## src/rtl/kamacore_pkg.sv

```systemverilog
// Shared types and helpers for the kamacore register-file write side.
// Latency: n/a (types, constants and a combinational load formatter only).
// Backpressure: n/a.
//
// Contents: CPU_WIDTH / REG_ADDR_WIDTH / REGISTER_COUNT, load funct3 enum,
// wb_req_t (rd, data) write request, load_extend() byte/half/word formatter.
package kamacore_pkg;

  localparam int CPU_WIDTH      = 32;
  localparam int REG_ADDR_WIDTH = 5;
  localparam int REGISTER_COUNT = 1 << REG_ADDR_WIDTH;

  typedef enum logic [2:0] {
    LD_LB  = 3'b000,
    LD_LH  = 3'b001,
    LD_LW  = 3'b010,
    LD_LBU = 3'b100,
    LD_LHU = 3'b101
  } load_funct3_e;

  typedef struct packed {
    logic [REG_ADDR_WIDTH-1:0] rd;
    logic [CPU_WIDTH-1:0]      data;
  } wb_req_t;

  // Pick the addressed byte/half out of the raw word and extend it.
  // Unlisted funct3 encodings pass the word through unmodified.
  function automatic logic [CPU_WIDTH-1:0] load_extend(
    input logic [2:0]           f3,
    input logic [1:0]           addr_lo,
    input logic [CPU_WIDTH-1:0] rdata
  );
    logic [7:0]  w_byte;
    logic [15:0] w_half;
    logic [CPU_WIDTH-1:0] w_res;
    w_byte = rdata[{addr_lo, 3'b000} +: 8];
    w_half = addr_lo[1] ? rdata[31:16] : rdata[15:0];
    case (f3)
      LD_LB:   w_res = {{(CPU_WIDTH-8){w_byte[7]}}, w_byte};
      LD_LH:   w_res = {{(CPU_WIDTH-16){w_half[15]}}, w_half};
      LD_LW:   w_res = rdata;
      LD_LBU:  w_res = {{(CPU_WIDTH-8){1'b0}}, w_byte};
      LD_LHU:  w_res = {{(CPU_WIDTH-16){1'b0}}, w_half};
      default: w_res = rdata;
    endcase
    return w_res;
  endfunction

endpackage

```

## src/rtl/kamacore_wb_fifo.sv

```systemverilog
// Synchronous FIFO of wb_req_t write requests buffering ALU results.
// Latency: an entry is visible at o_head the cycle after it is pushed.
// Backpressure: o_full reported; pushes when full and pops when empty are ignored.
//
// Ports: clk, rst (async active-low), i_push/i_push_dat, i_pop,
//        o_head (current head entry), o_count, o_full, o_empty.
module kamacore_wb_fifo
  import kamacore_pkg::*;
#(
  parameter int DEPTH = 2
) (
  input  logic                   clk,
  input  logic                   rst,
  input  logic                   i_push,
  input  wb_req_t                i_push_dat,
  input  logic                   i_pop,
  output wb_req_t                o_head,
  output logic [$clog2(DEPTH):0] o_count,
  output logic                   o_full,
  output logic                   o_empty
);

  localparam int PW = (DEPTH > 1) ? $clog2(DEPTH) : 1;

  wb_req_t             r_mem [DEPTH];
  logic [PW-1:0]       r_wr_ptr;
  logic [PW-1:0]       r_rd_ptr;
  logic [$clog2(DEPTH):0] r_count;

  logic w_do_push;
  logic w_do_pop;

  assign o_full    = (r_count == ($clog2(DEPTH)+1)'(DEPTH));
  assign o_empty   = (r_count == '0);
  assign o_count   = r_count;
  assign o_head    = r_mem[r_rd_ptr];
  assign w_do_push = i_push && !o_full;
  assign w_do_pop  = i_pop && !o_empty;

  // Storage carries no reset; validity is tracked by r_count alone.
  always_ff @(posedge clk) begin
    if (w_do_push) r_mem[r_wr_ptr] <= i_push_dat;
  end

  // Power-of-two depth lets the pointers wrap by natural overflow.
  always_ff @(posedge clk or negedge rst) begin
    if (!rst) begin
      r_wr_ptr <= '0;
      r_rd_ptr <= '0;
      r_count  <= '0;
    end else begin
      if (w_do_push) r_wr_ptr <= r_wr_ptr + 1'b1;
      if (w_do_pop)  r_rd_ptr <= r_rd_ptr + 1'b1;
      case ({w_do_push, w_do_pop})
        2'b10:   r_count <= r_count + 1'b1;
        2'b01:   r_count <= r_count - 1'b1;
        default: r_count <= r_count;
      endcase
    end
  end

endmodule

```

## src/rtl/kamacore_writeback.sv

```systemverilog
// Register-file write port: merges load responses and buffered ALU results,
//   formats load data, and tracks registers with a load outstanding.
// Latency: rd_we/rd_a/rd_data registered, one cycle after the winning source.
// Backpressure: loads never stall; ALU side via alu_ready (FIFO not full).
//
// Ports: clk, rst (async active-low); alu_valid/alu_ready/alu_rd/alu_data;
//   load_issue_valid/load_issue_rd; load_valid/load_rd/load_funct3/
//   load_addr_lo/load_rdata; rs1_a/rs2_a -> rs1_busy/rs2_busy;
//   rd_we/rd_a/rd_data register-file write port.
module kamacore_writeback
  import kamacore_pkg::*;
#(
  parameter int ALU_FIFO_DEPTH = 2
) (
  input  logic                      clk,
  input  logic                      rst,
  input  logic                      alu_valid,
  output logic                      alu_ready,
  input  logic [REG_ADDR_WIDTH-1:0] alu_rd,
  input  logic [CPU_WIDTH-1:0]      alu_data,
  input  logic                      load_issue_valid,
  input  logic [REG_ADDR_WIDTH-1:0] load_issue_rd,
  input  logic                      load_valid,
  input  logic [REG_ADDR_WIDTH-1:0] load_rd,
  input  logic [2:0]                load_funct3,
  input  logic [1:0]                load_addr_lo,
  input  logic [CPU_WIDTH-1:0]      load_rdata,
  input  logic [REG_ADDR_WIDTH-1:0] rs1_a,
  input  logic [REG_ADDR_WIDTH-1:0] rs2_a,
  output logic                      rs1_busy,
  output logic                      rs2_busy,
  output logic                      rd_we,
  output logic [REG_ADDR_WIDTH-1:0] rd_a,
  output logic [CPU_WIDTH-1:0]      rd_data
);

  wb_req_t w_alu_req;
  wb_req_t w_fifo_head;
  wb_req_t w_win;
  logic    w_win_vld;
  logic    w_alu_push;
  logic    w_bypass;
  logic    w_fifo_push;
  logic    w_fifo_pop;
  logic    w_fifo_full;
  logic    w_fifo_empty;
  logic [$clog2(ALU_FIFO_DEPTH):0] w_fifo_count;

  logic                      r_rd_we;
  logic [REG_ADDR_WIDTH-1:0] r_rd_a;
  logic [CPU_WIDTH-1:0]      r_rd_data;
  logic [REGISTER_COUNT-1:0] r_pending;
  logic [REGISTER_COUNT-1:0] w_pending_nxt;

  assign w_alu_req = '{rd: alu_rd, data: alu_data};

  // Ready depends only on occupancy, so a full FIFO refuses even while popping.
  assign alu_ready  = !w_fifo_full;
  assign w_alu_push = alu_valid && alu_ready;

  // An ALU result arriving at an idle, empty FIFO goes straight to the write
  // port instead of spending a cycle in storage.
  assign w_bypass    = w_alu_push && w_fifo_empty && !load_valid;
  assign w_fifo_push = w_alu_push && !w_bypass;
  assign w_fifo_pop  = !load_valid && !w_fifo_empty;

  kamacore_wb_fifo #(
    .DEPTH (ALU_FIFO_DEPTH)
  ) u_alu_fifo (
    .clk        (clk),
    .rst        (rst),
    .i_push     (w_fifo_push),
    .i_push_dat (w_alu_req),
    .i_pop      (w_fifo_pop),
    .o_head     (w_fifo_head),
    .o_count    (w_fifo_count),
    .o_full     (w_fifo_full),
    .o_empty    (w_fifo_empty)
  );

  // Priority: load response, then FIFO head, then the bypassed ALU result.
  always_comb begin
    w_win_vld = 1'b1;
    w_win     = '{rd: load_rd,
                  data: load_extend(load_funct3, load_addr_lo, load_rdata)};
    if (!load_valid) begin
      if (!w_fifo_empty) begin
        w_win = w_fifo_head;
      end else if (w_bypass) begin
        w_win = w_alu_req;
      end else begin
        w_win_vld = 1'b0;
      end
    end
  end

  // x0 targets are consumed like any other result but never enable a write.
  always_ff @(posedge clk or negedge rst) begin
    if (!rst) begin
      r_rd_we   <= 1'b0;
      r_rd_a    <= '0;
      r_rd_data <= '0;
    end else if (w_win_vld) begin
      r_rd_we   <= (w_win.rd != '0);
      r_rd_a    <= w_win.rd;
      r_rd_data <= w_win.data;
    end else begin
      r_rd_we   <= 1'b0;
    end
  end

  // Issue is applied after the response clear so a same-cycle reissue keeps
  // the register marked busy.
  always_comb begin
    w_pending_nxt = r_pending;
    if (load_valid)       w_pending_nxt[load_rd]       = 1'b0;
    if (load_issue_valid) w_pending_nxt[load_issue_rd] = 1'b1;
    w_pending_nxt[0] = 1'b0;
  end

  always_ff @(posedge clk or negedge rst) begin
    if (!rst) r_pending <= '0;
    else      r_pending <= w_pending_nxt;
  end

  assign rs1_busy = r_pending[rs1_a];
  assign rs2_busy = r_pending[rs2_a];
  assign rd_we    = r_rd_we;
  assign rd_a     = r_rd_a;
  assign rd_data  = r_rd_data;

endmodule

```

## config.mk

```make
export PLATFORM = sky130hd
export DESIGN_NAME = kamacore_writeback
export DESIGN_NICKNAME = d
export VERILOG_FILES = /design/src/rtl/kamacore_pkg.sv /design/src/rtl/kamacore_wb_fifo.sv /design/src/rtl/kamacore_writeback.sv
export SDC_FILE = /design/constraint.sdc
export NUM_CORES = 1
export LEC_CHECK = 0
export ABC_AREA = 1
export CAP_MARGIN = 10
export CELL_PAD_IN_SITES_DETAIL_PLACEMENT = 2
export CELL_PAD_IN_SITES_GLOBAL_PLACEMENT = 2
export CORE_MARGIN = 3
export CORE_UTILIZATION = 31
export CTS_BUF_LIST = sky130_fd_sc_hd__clkbuf_16
export DETAILED_ROUTE_END_ITERATION = 16
export GPL_TIMING_DRIVEN = 1
export PLACE_DENSITY_LB_ADDON = 0.05
export SLEW_MARGIN = 20
export SYNTH_ARGS = -nofsm -noshare
export SYNTH_HDL_FRONTEND = slang
export SYNTH_HIERARCHICAL = 1
export SYNTH_SLANG_ARGS = --single-unit
export TNS_END_PERCENT = 10
```

## constraint.sdc

```tcl
create_clock -name clk -period 3.7 [get_ports clk]
set_input_delay 0.74 -clock clk [delete_from_list [all_inputs] [get_ports clk]]
set_output_delay 0.74 -clock clk [all_outputs]
set_load 0.01 [all_outputs]
```

==> impl_metrics.json <==
{
  "status": "completed",
  "cts_resized": 0,
  "dp_hpwl_um": 21700,
  "drtIter0Drc": 220,
  "synth_top_area_cell": "edfxtp_1",
  "cts_buffer_depth": 2,
  "synth_area_sq_um": 7720,
  "synthAdderAreaFrac": 0.00162,
  "grt_use_met2": 0.407,
  "grt_antenna_before_repair": 1,
  "synth_fp_nets": 1043,
  "synth.distinct_cells": 34,
  "muxShareOfSynthArea": 0,
  "maxCapViolCount": 0,
  "start_kind": "input port",
  "drc": 0,
  "synth-simple-area-share": 0.300,
  "synth-edff-count": 74,
  "ys.flop_type": "edfxtp_1",
  "clock.fmax_mhz": 292,
  "powerDensity_nw_per_um2": 664,
  "ys_async_sr_fraction": 0.497,
  "leakage_nw": 4.42,
  "dr.pass1.iters": 4,
  "gp_congestion": 0.820,
  "grt_pass1_vias": 7837,
  "cp_data_required_time_ns": 2.96,
  "vdd_drop_max_mv": 0.363,
  "cts_made_buffers": 17,
  "initial_core_util": 0.317,
  "cts_tree": "built",
  "dieArea_sq_um": 26800,
  "path_max_fanout": 15,
  "drtAntennaViolNets": 0,
  "worst-endpoint-arrival_ns": 2.69,
  "worst_slew_pin_slew_ns": 0.831,
  "rsz0062_at_grt": "false",
  "fin_cells": 1416,
  "post-synth-top-count-cell": "nand2_1",
  "routed_wl_um": 29100,
  "slew_headroom": 0.445,
  "reg2reg_slack_ns": 1.39,
  "hold_violations": 0,
  "dp_slack_ns": 0.214,
  "io_buffers": 139,
  "yosys_warnings": 6,
  "wire_per_inst_um": 20.6,
  "ctsHoldBuffers": 0,
  "end_kind": "output port",
  "post_synth.cell_area_avg_sq_um": 8.19,
  "cts.htree.levels": 4,
  "synthCells": 943,
  "crit_type": "input port to output port",
  "met1_usage": 0.270,
  "grt.busiest_layer": "met2",
  "rows": 57,
  "setup_slack_ns": 0.274,
  "tns_ns": 0,
  "final_nets": 1179,
  "synthToLayoutAreaGrowth_pct": 29.5,
  "num_antenna_cells": 0,
  "finalClockSkew_ns": 0.00909,
  "fp.dieW_um": 164,
  "drive_gt1_frac": 0.0852,
  "yosysSeqAreaShare": 0.524,
  "hp-class": "input port to asynchronous set/reset pin",
  "cts-root-buf": "clkbuf_16",
  "gr-usage-met3": 0.0348,
  "fin_crit_sh": 0.926,
  "overflow": 0,
  "postCtsSetupRepairBufs": 0,
  "synth_compound_area_frac": 0.108,
  "ys_ff_latch": 147,
  "core-area_sq_um": 24400,
  "synth_top_family_by_area": "simple AND/OR/NAND/NOR gates",
  "dp_cells": 1384,
  "synthDominantCellAreaShare": 0.288,
  "clock_latency_ns": 0.43,
  "synth-xor-area-share": 0.00113,
  "vias": 7152,
  "setup_viol": 0,
  "grt_first_pass_wirelength_um": 45200,
  "grt_max_degree": 74,
  "die_h_um": 164,
  "synthTopCellsByCount": "360 x nand2_1, 100 x nand3_1, 85 x o21ai_0",
  "boundaryPins": 140,
  "viasPerCell": 5.05,
  "slew_violations": 0,
  "grt_use_total": 0.222,
  "cts.clk_slew.worst_paths_ns": 0.07,
  "synth_top_cells_by_area": "edfxtp_1 29%, dfrtp_1 24%, nand2_1 18%",
  "period_minus_slack_ns": 3.43,
  "cts_num_sinks": 147
}
state kept, by name, summed over array words and instances, names as in the netlist:
| register | cells |
|---|---|
| rd_a | 5 |
| rd_data | 32 |
| u_alu_fifo/r_wr_ptr | 1 |
| u_alu_fifo/r_rd_ptr | 1 |
| r_pending | 31 |
| rd_we | 1 |
| u_alu_fifo/r_mem | 74 |
| u_alu_fifo/o_count | 2 |
final cells by class:
type | count | area [sq um]
Fill cell | 2833 | 14400
Sequential cell | 147 | 4050
Multi-Input combinational cell | 689 | 3180
Timing Repair Buffer | 154 | 1520
Clock buffer | 17 | 425
Tap cell | 324 | 405
Inverter | 70 | 263
Clock inverter | 15 | 155
per-stage QoR:
| step | util | total power [mW] | hold slack [ns] | cell area, sq um |
|---|---|---|---|---|
| 2_1_floorplan | - | 3.83 | 0.442 | 7720 |
| 3_3_place_gp | 0.386 | 4.91 | 0.460 | 9420 |
| 3_5_place_dp | 0.386 | 5.00 | 0.475 | 9420 |
| 4_1_cts | 0.410 | 6.74 | 0.492 | 10000 |
| 5_1_grt | 0.410 | 7.10 | 0.410 | 10000 |
| 6_report | 0.410 | 6.64 | 0.352 | 10000 |
worst paths after layout:
check / start / end / cells after the start
worst min register to register: u_alu_fifo/r_wr_ptr / u_alu_fifo/r_wr_ptr / 2
min in group clk: u_alu_fifo/r_wr_ptr / u_alu_fifo/r_wr_ptr / 2
worst min-delay path: rst / rd_a[3] / 1
max in group asynchronous: rst / r_pending[24] / 1
worst max-delay path: rs2_a[0] / rs2_busy / 11
worst max register to register: u_alu_fifo/o_count[0] / rd_data[28] / 8
worst max-delay path: stages:
cell	delay, ns
clkdlybuf4s50_1	0.48
inv_1	0.37
nand2_1	0.10
nand3_1	0.09
nand3_1	0.08
nand2_1	0.08
nand2_1	0.05
nand2_1	0.07
nand2_1	0.05
nand2_1	0.05
clkdlybuf4s50_1	0.53
power by group:
part           total, mW  switching, mW  internal, mW  leakage, nW
combinational       2.40           1.45         0.947         2.57
sequential          2.53          0.293          2.24         1.57
clock               1.71          0.799         0.907        0.286
total               6.64           2.55          4.09         4.42
routing by layer:
layer	vias up	wire length, um	share of wire
met4	2	567	0.019
met1	3584	12600	0.43
li1	3400	-	-
met3	34	864	0.030
met2	132	15100	0.52
met5	-	8	0.00027
cell usage in the layout, fill, tap and decap left out:
cell,count
edfxtp_1,74
nor2_4,6
nand4_1,7
o211ai_1,5
o2111ai_1,1
clkbuf_16,17
or2_0,1
nor2_2,2
inv_8,7
nor3_2,1
a21boi_0,2
a21oi_2,11
and2_1,1
a21oi_1,31
clkinvlp_4,1
nor2_1,44
o21ai_0,85
dfrtp_1,73
nand2_2,3
clkinv_8,1
inv_6,5
nand2_1,360
a221oi_1,5
clkinv_4,1
ha_1,1
or2_1,2
inv_2,9
o21ai_1,1
nand2_4,1
nand3_2,12
nand3_1,100
a22oi_1,2
a22o_1,4
buf_4,14
xnor2_1,1
buf_12,1
clkdlybuf4s50_1,138
buf_6,1
inv_1,61
kinds of logic after synthesis:
logic type | after synthesis
adder cells (fa/ha/maj) | 1
AND/OR/NAND/NOR | 540
flip-flops | 147
XOR/XNOR | 1
AO/OA/AOI/OAI | 147
buffers and inverters | 107
Note: power is estimated with default switching activity, not from simulation.
